$ cat src/rtl/counter_seq.sv
// counter_seq: command sequencer that drives a 5-bit loadable counter.
// A host issues LOAD / RUN / RUN_TO / NOP commands over a valid/ready
// handshake. The block drives the counter's load/data/enable pins and watches
// its count output to close the RUN_TO loop. Completion is reported as a
// one-cycle done pulse. Timeout or abort is reported as a one-cycle err pulse.
module counter_seq #(
  parameter int WIDTH = 5,
  parameter int LEN_W = 8
) (
  input  logic             clk,
  input  logic             rst,
  input  logic             cmd_valid,
  output logic             cmd_ready,
  input  logic [1:0]       cmd_op,
  input  logic [WIDTH-1:0] cmd_arg,
  input  logic [LEN_W-1:0] cmd_len,
  input  logic             cmd_abort,
  input  logic [WIDTH-1:0] count,
  output logic             load,
  output logic [WIDTH-1:0] data,
  output logic             enable,
  output logic             busy,
  output logic             done,
  output logic             err
);

  typedef enum logic [2:0] {
    ST_IDLE   = 3'd0,
    ST_LOAD   = 3'd1,
    ST_RUN    = 3'd2,
    ST_RUN_TO = 3'd3,
    ST_FIN    = 3'd4
  } state_t;

  localparam logic [1:0] OP_NOP    = 2'b00;
  localparam logic [1:0] OP_LOAD   = 2'b01;
  localparam logic [1:0] OP_RUN    = 2'b10;
  localparam logic [1:0] OP_RUN_TO = 2'b11;

  localparam logic [LEN_W-1:0] LEN_ONE  = LEN_W'(1);
  localparam logic [LEN_W-1:0] LEN_ZERO = LEN_W'(0);

  // FSM state and captured command fields
  state_t           state_q, state_d;
  logic [WIDTH-1:0] arg_q, arg_d;
  logic [LEN_W-1:0] rem_q, rem_d;      // cycles left in RUN, or timeout budget in RUN_TO
  logic             timed_q, timed_d;  // RUN_TO has a nonzero timeout
  logic             fin_err_d;         // the FIN being entered reports err rather than done

  // Registered outputs
  logic [WIDTH-1:0] data_q, data_d;
  logic             load_q, load_d;
  logic             busy_q, busy_d;
  logic             done_q, done_d;
  logic             err_q, err_d;

  // Decoded handshake and loop-closing terms
  logic ready_s;
  logic accept_s;
  logic match_s;
  logic enable_s;

  // Handshake: commands are taken only when idle and out of reset.
  always_comb begin
    ready_s  = rst && (state_q == ST_IDLE);
    accept_s = cmd_valid && ready_s;
    match_s  = (count == arg_q);
  end

  // Count enable must follow the live count so RUN_TO stops on the exact
  // cycle the target appears; an abort suppresses it in the same cycle.
  always_comb begin
    enable_s = 1'b0;
    case (state_q)
      ST_RUN:    enable_s = !cmd_abort;
      ST_RUN_TO: enable_s = !cmd_abort && !match_s;
      default:   enable_s = 1'b0;
    endcase
  end

  // Next-state and next-output computation for the sequencer FSM.
  always_comb begin
    state_d   = state_q;
    arg_d     = arg_q;
    rem_d     = rem_q;
    timed_d   = timed_q;
    fin_err_d = 1'b0;

    case (state_q)
      ST_IDLE: begin
        if (accept_s) begin
          arg_d   = cmd_arg;
          rem_d   = cmd_len;
          timed_d = (cmd_len != LEN_ZERO);
          case (cmd_op)
            OP_NOP:    state_d = ST_FIN;
            OP_LOAD:   state_d = ST_LOAD;
            OP_RUN: begin
              if (cmd_len == LEN_ZERO) begin
                state_d = ST_FIN;
              end else begin
                state_d = ST_RUN;
              end
            end
            OP_RUN_TO: state_d = ST_RUN_TO;
            default:   state_d = ST_FIN;
          endcase
        end else begin
          state_d = ST_IDLE;
        end
      end

      ST_LOAD: begin
        state_d = ST_FIN;
      end

      ST_RUN: begin
        if (cmd_abort) begin
          state_d   = ST_FIN;
          fin_err_d = 1'b1;
        end else if (rem_q == LEN_ONE) begin
          state_d = ST_FIN;
        end else begin
          rem_d = rem_q - LEN_ONE;
        end
      end

      ST_RUN_TO: begin
        if (cmd_abort) begin
          state_d   = ST_FIN;
          fin_err_d = 1'b1;
        end else if (match_s) begin
          state_d = ST_FIN;
        end else if (timed_q && (rem_q == LEN_ONE)) begin
          // This cycle is the last permitted enable cycle.
          state_d   = ST_FIN;
          fin_err_d = 1'b1;
        end else if (timed_q) begin
          rem_d = rem_q - LEN_ONE;
        end else begin
          rem_d = rem_q;
        end
      end

      ST_FIN: begin
        state_d = ST_IDLE;
      end

      default: begin
        state_d = ST_IDLE;
      end
    endcase

    // Outputs are a registered decode of the state being entered.
    load_d = (state_d == ST_LOAD);
    data_d = (state_d == ST_LOAD) ? arg_d : data_q;
    busy_d = (state_d != ST_IDLE);
    done_d = (state_d == ST_FIN) && !fin_err_d;
    err_d  = (state_d == ST_FIN) && fin_err_d;
  end

  // Sequencer state and output registers with synchronous active-low reset.
  always_ff @(posedge clk) begin
    if (!rst) begin
      state_q <= ST_IDLE;
      arg_q   <= {WIDTH{1'b0}};
      rem_q   <= {LEN_W{1'b0}};
      timed_q <= 1'b0;
      data_q  <= {WIDTH{1'b0}};
      load_q  <= 1'b0;
      busy_q  <= 1'b0;
      done_q  <= 1'b0;
      err_q   <= 1'b0;
    end else begin
      state_q <= state_d;
      arg_q   <= arg_d;
      rem_q   <= rem_d;
      timed_q <= timed_d;
      data_q  <= data_d;
      load_q  <= load_d;
      busy_q  <= busy_d;
      done_q  <= done_d;
      err_q   <= err_d;
    end
  end

  // Drive the output ports.
  always_comb begin
    cmd_ready = ready_s;
    load      = load_q;
    data      = data_q;
    enable    = enable_s;
    busy      = busy_q;
    done      = done_q;
    err       = err_q;
  end

endmodule
$ cat config.mk
export PLATFORM = sky130hd
export DESIGN_NAME = counter_seq
export DESIGN_NICKNAME = d
export VERILOG_FILES = /design/src/rtl/counter_seq.sv
export SDC_FILE = /design/constraint.sdc
export NUM_CORES = 1
export LEC_CHECK = 0
export CORE_ASPECT_RATIO = 1.25
export CORE_MARGIN = 2
export CORE_UTILIZATION = 40
export DETAILED_ROUTE_END_ITERATION = 7
export GPL_ROUTABILITY_DRIVEN = 0
export HOLD_SLACK_MARGIN = 0.08
export PLACE_DENSITY_LB_ADDON = 0.2
export SLEW_MARGIN = 20
export SYNTH_ARGS = -nofsm -noshare
export SYNTH_HDL_FRONTEND = slang
export SYNTH_SLANG_ARGS = --single-unit
$ cat constraint.sdc
create_clock -name clk -period 4.37 [get_ports clk]
set_clock_uncertainty 0.2 [all_clocks]
set_input_delay 1.0925 -clock clk [delete_from_list [all_inputs] [get_ports clk]]
set_output_delay 1.0925 -clock clk [all_outputs]
set_load 0.005 [all_outputs]
Word level (Yosys, flattened, before mapping)

Cells that the tools add are included.

Flip-flop bits (word level): 26
Bits in latches: 0
RAM bits: 0
ROM bits: 0
Output and inout port bits: 11
Logic and storage cells: 69
Memories: 0

Add/subtract/negate cells: 1
Multiply operators: 0
Divide/modulo/power cells: 0
$lt $le $gt $ge: 0
Equality and inequality tests: 17
Shifts and indexed selects: 0
Multiplexer cells: 25
Bitwise gates (word level): 0
Reduce and logical (&&, ||, !) cells: 17

Operator list:

| cell                  | count |
|---|---|
| $mux W8               | 7 |
| $pmux W3 S4           | 2 |
| $pmux W8 S3           | 1 |
| $mux W3               | 7 |
| $ne A2 B2 Y1 const B  | 7 |
| $mux W5               | 2 |
| $eq A8 B1 Y1 const B  | 1 |
| $logic_not A8 Y1      | 1 |
| $reduce_and A8 Y1     | 1 |
| $reduce_bool A8 Y1    | 1 |
| $sub A8 B1 Y8 const B | 1 |
| $eq A3 B1 Y1 const B  | 2 |
| $eq A3 B2 Y1 const B  | 2 |
| $logic_and A1 B1 Y1   | 6 |
| $reduce_bool A3 Y1    | 2 |
| $eq A5 B5 Y1          | 1 |
| $eq A2 B2 Y1 const B  | 2 |
| $mux W1               | 4 |
| $pmux W1 S2           | 2 |
| $eq A3 B3 Y1 const B  | 1 |
| $logic_not A1 Y1      | 3 |
| $logic_not A3 Y1      | 1 |
| $eq A2 B1 Y1 const B  | 1 |
| $logic_not A2 Y1      | 1 |
| $reduce_and A2 Y1     | 1 |

Depth between registers and ports, before layout

Gate-level depths: netlist of the first run.

Depth after elaboration: 8
Depth in mapped cells: 8
Gate-level depth less buffers: 7

Worst setup path after synthesis of the first run

OpenSTA, ideal clock, no wires.

Path type: input to output
From: input count[1]
To: output enable
Arrival time: 1565 ps
Required time: 3078 ps
Setup slack: 1513 ps
Stages on the path: 3
Buffers on the path: 0
Path through: xnor2_1 nand3_1 o21a_1

Cells in the longest elaborated chain, start to end: 4

Ends and longest elaborated chain:

| item                | line | RTL |
|---|---|---|
| start, declared     | 18   | `input logic [WIDTH-1:0] count,` |
| $eq A5 B5 Y1        | 67   | `match_s = (count == arg_q);` |
| $logic_not A1 Y1    | 76   | `ST_RUN_TO: enable_s = !cmd_abort && !match_s;` |
| $logic_and A1 B1 Y1 | 76   |  |
| $pmux W1 S2         | 74   | `case (state_q)` |
| end, declared       | 21   | `output logic enable,` |

No other way between the ends.

Final worst setup path of the first run

From: input count[0]
To: output enable

The elaborated chain is that of the path after synthesis.

==> flow_summary_export.csv, run 1 <==
group,metric,value,unit
routing,postRouteAntennaNets,0,
sta,report.final.slew_viol_count,0,
synthesis,netlist_top_cells_area,"dfxtp_1 37%, nand2_1 7.4%, o311ai_0 4.3%, mux2_1 4.0%, a21oi_1 3.9%",
synthesis,synthFlopType,"dfxtp_1",
layout,fillers,331,
power_and_ir_drop,power_frac_comb,21.8,%
synthesis,avgSynthCellArea,8.22,µm²
clock_network,post_cts_buffers,0,
power_and_ir_drop,p_leak,0.679,nW
synthesis,ys_ff_latch,26,
clock_network,cts_buffers,3,
critical_path,r2r-start,"rem_q[0]",
power_and_ir_drop,power.switching,0.000139,W
sta,clock.fmax,262,MHz
critical_path,cpPeakStageDelay,0.47,ns
routing,drc,0,
synthesis,synthTopCellsByCount,"28 x nand2_1, 26 x dfxtp_1, 12 x nor2_1, 11 x a21oi_1, 8 x inv_1",
clock_network,cts.path.max_buffers,2,
run,drv_cap,0,
synthesis,synth_edf_count,0,
sta,max-slew-margin-rel,57.5,%
die,coreArea,3450,µm²
grt,grt_pass1_wl,5870,µm
min_path,worstHoldPathType,"register to register",
critical_path,ff2ff_path_depth,6,
clock_network,cts-root-buf,"clkbuf_8",
critical_path,path_cells,"clkdlybuf4s50_1 -> xnor2_1 -> nand3_1 -> o21a_1 -> clkdlybuf4s50_1",
layout,diodes,0,
routing,drtIter0Drc,48,
critical_path,crit_path_frequent_cell,"clkdlybuf4s50_1",
placement,post-place-ws,0.559,ns
placement,io_buffers,34,
critical_path,crit_end,"enable",
die,die_area,4050,µm²
critical_path,crit_arrival,2.53,ns
die,initial_core_util,41.2,%
routing,drtPass1Iterations,4,
critical_path,timing.rr.end,"rem_q[1]",
sta,period_minus_slack,3.82,ns
sta,setup_tns,0,ns
die,die_w,57.3,µm
synthesis,synth_top_area_share,36.6,%
power_and_ir_drop,swShare,27.6,%
die,die_h,70.7,µm
critical_path,crit_required,3.08,ns
clock_network,clock_sinks,26,
routing,drt-wirelength-per-cell,14.4,µm
grt,grtUsageTotal,18.0,%
layout,area_delta_synth_final,28.2,%
critical_path,slowest_stage,"clkdlybuf4s50_1",
power_and_ir_drop,p_clk_share,26.2,%
routing,via_count,1374,
sta,hold_violations,0,
grt,grt_pass1_vias,1288,
layout,multi_input_area,825,µm²
clock_network,cts_resized,0,
sta,fin_ws,0.548,ns
grt,antenna_found_initial,0,
run_status,status,"completed",
sta,finalCritPeriodShare,87.4,%
clock_network,path_clk_slew,0.08,ns
critical_path,start_kind,"input port",
sta,setup_viol,0,
die,ios,35,
clock_network,clk_latency,0.26,ns
routing,wirelength,3520,µm
synthesis,yosys.area.top_type,"dfxtp_1",
critical_path,rrSetupSlack,1.86,ns
synthesis,synth_cell_type_count,41,
placement,dp_hpwl,2700,µm
critical_path,path_class,"input port to output port",
synthesis,ys_warn_count,0,
power_and_ir_drop,power.internal,0.000366,W
critical_path,worst_setup_path_end_kind,"output port",
power_and_ir_drop,power.density,277,nW/µm²
layout,drive_gt1_share,5.37,%
clock_network,cts-hold-fix-buffers,0,
sta,tightest_slew,0.633,ns
synthesis,yosysMostFrequentCell,"nand2_1",
grt,grt_max_degree,22,
routing,via_per_inst,5.63,
critical_path,cp-startpoint,"count[0]",
synthesis,synth_nets,199,
power_and_ir_drop,vdd_drop_max,196,µV
layout,ff_latch_area,520,µm²
synthesis,ys_seq_area_share,36.6,%
clock_network,h-tree-depth,1,
die,row_count,24,
grt,grt_remaining_overflow,0,
layout,final_nets,233,
critical_path,crit_fanout,4,
synthesis,synth-async-reset-ratio,0,%
sta,rsz0062_at_grt,"false",
synthesis,syn_area,1420,µm²
clock_network,cts_tree,"yes",
power_and_ir_drop,seq_power_share,51.9,%
synthesis,netlist_instances,173,
==> worst min path at each step <==
| stage | startpoint | endpoint | depth (start not counted) |
|---|---|---|---|
| after floorplan | arg_q[0] | arg_q[0] | 2 |
| after global placement | arg_q[2] | arg_q[2] | 2 |
| after detailed placement | arg_q[1] | arg_q[1] | 2 |
| after CTS | arg_q[1] | arg_q[1] | 2 |
| after global routing | arg_q[3] | arg_q[3] | 2 |
| final | arg_q[1] | arg_q[1] | 2 |
==> power groups by stage <==
stage                     sequential (W)  clock, W  combinational (W)
after floorplan                 0.000265         0          0.0000667
after global placement          0.000267         0           0.000109
after detailed placement        0.000268         0           0.000110
after CTS                       0.000262  0.000139           0.000111
after global routing            0.000264  0.000149           0.000122
final                           0.000262  0.000133           0.000110
==> sequential cells by signal (all words and copies together) (netlist names) <==
name and count:
arg_q 5, busy 1, data 5, done 1, err 1, load 1, rem_q 8, state_q 3
timed_q 1
==> metal layers <==
metal,track usage [%],wire length (µm)
met2,32.6,1820
met4,4.65,23
met5,0,0
met3,2.93,154
met1,21.8,1520
==> placed cells by master (no fill, tap or decap), types with 6 or more instances in the layout <==
cell type        instances
nor2_1                  12
and2_1                   6
clkdlybuf4s50_1         34
o31ai_1                  6
nor3_1                   6
inv_1                    8
dfxtp_1                 26
nand2_1                 28
o311ai_0                 7
a21oi_1                 11
==> worst max-delay path, delay by kind of cell <==
family	cells	cell delay [ns]
XOR/XNOR	1	0.12
buffers and inverters	2	0.92
AND/OR/NAND/NOR	1	0.16
AO/OA/AOI/OAI	1	0.24
==> area by class of cell <==
type | instances | area share (%)
inverter | 9 | 1.85
clock buffer | 3 | 2.26
tap | 39 | 2.67
timing repair buffer | 36 | 19.5
sequential | 26 | 28.5
multi-input combinational | 131 | 45.2
==> logic make-up after synthesis <==
| group | count (synthesis) | share of synthesized area, % |
|---|---|---|
| buffers and inverters | 16 | 5.45 |
| multiplexers | 7 | 5.36 |
| XOR/XNOR | 5 | 3.08 |
| AND/OR/NAND/NOR | 71 | 26.6 |
| AO/OA/AOI/OAI | 46 | 21.2 |
| adder cells (fa/ha/maj) | 2 | 1.76 |
| flip-flops | 26 | 36.6 |
==> metrics by stage <==
stage	hold slack, ns	total power (W)	std cells	util (%)	instance area [µm²]
6_report	0.288	0.000505	244	52.8	1820
5_1_grt	0.328	0.000535	244	52.8	1820
4_1_cts	0.293	0.000511	244	52.8	1820
3_5_place_dp	0.281	0.000378	241	51.6	1780
3_3_place_gp	0.272	0.000376	241	51.6	1780
2_1_floorplan	0.261	0.000332	173	-	1420
No activity file was read; power rests on OpenSTA's default activity.
==> inputs of run 2 (changes only) <==
--- a/config.mk
+++ b/config.mk
@@ -10,7 +10,8 @@
 export CORE_UTILIZATION = 40
 export DETAILED_ROUTE_END_ITERATION = 7
 export GPL_ROUTABILITY_DRIVEN = 0
-export HOLD_SLACK_MARGIN = 0.08
+export GPL_TIMING_DRIVEN = 1
+export HOLD_SLACK_MARGIN = 0.15
 export PLACE_DENSITY_LB_ADDON = 0.2
 export SLEW_MARGIN = 20
 export SYNTH_ARGS = -nofsm -noshare
==> results of run 2 <==
Same layout as run 1: the final DEF is identical, and so are final timing and power.
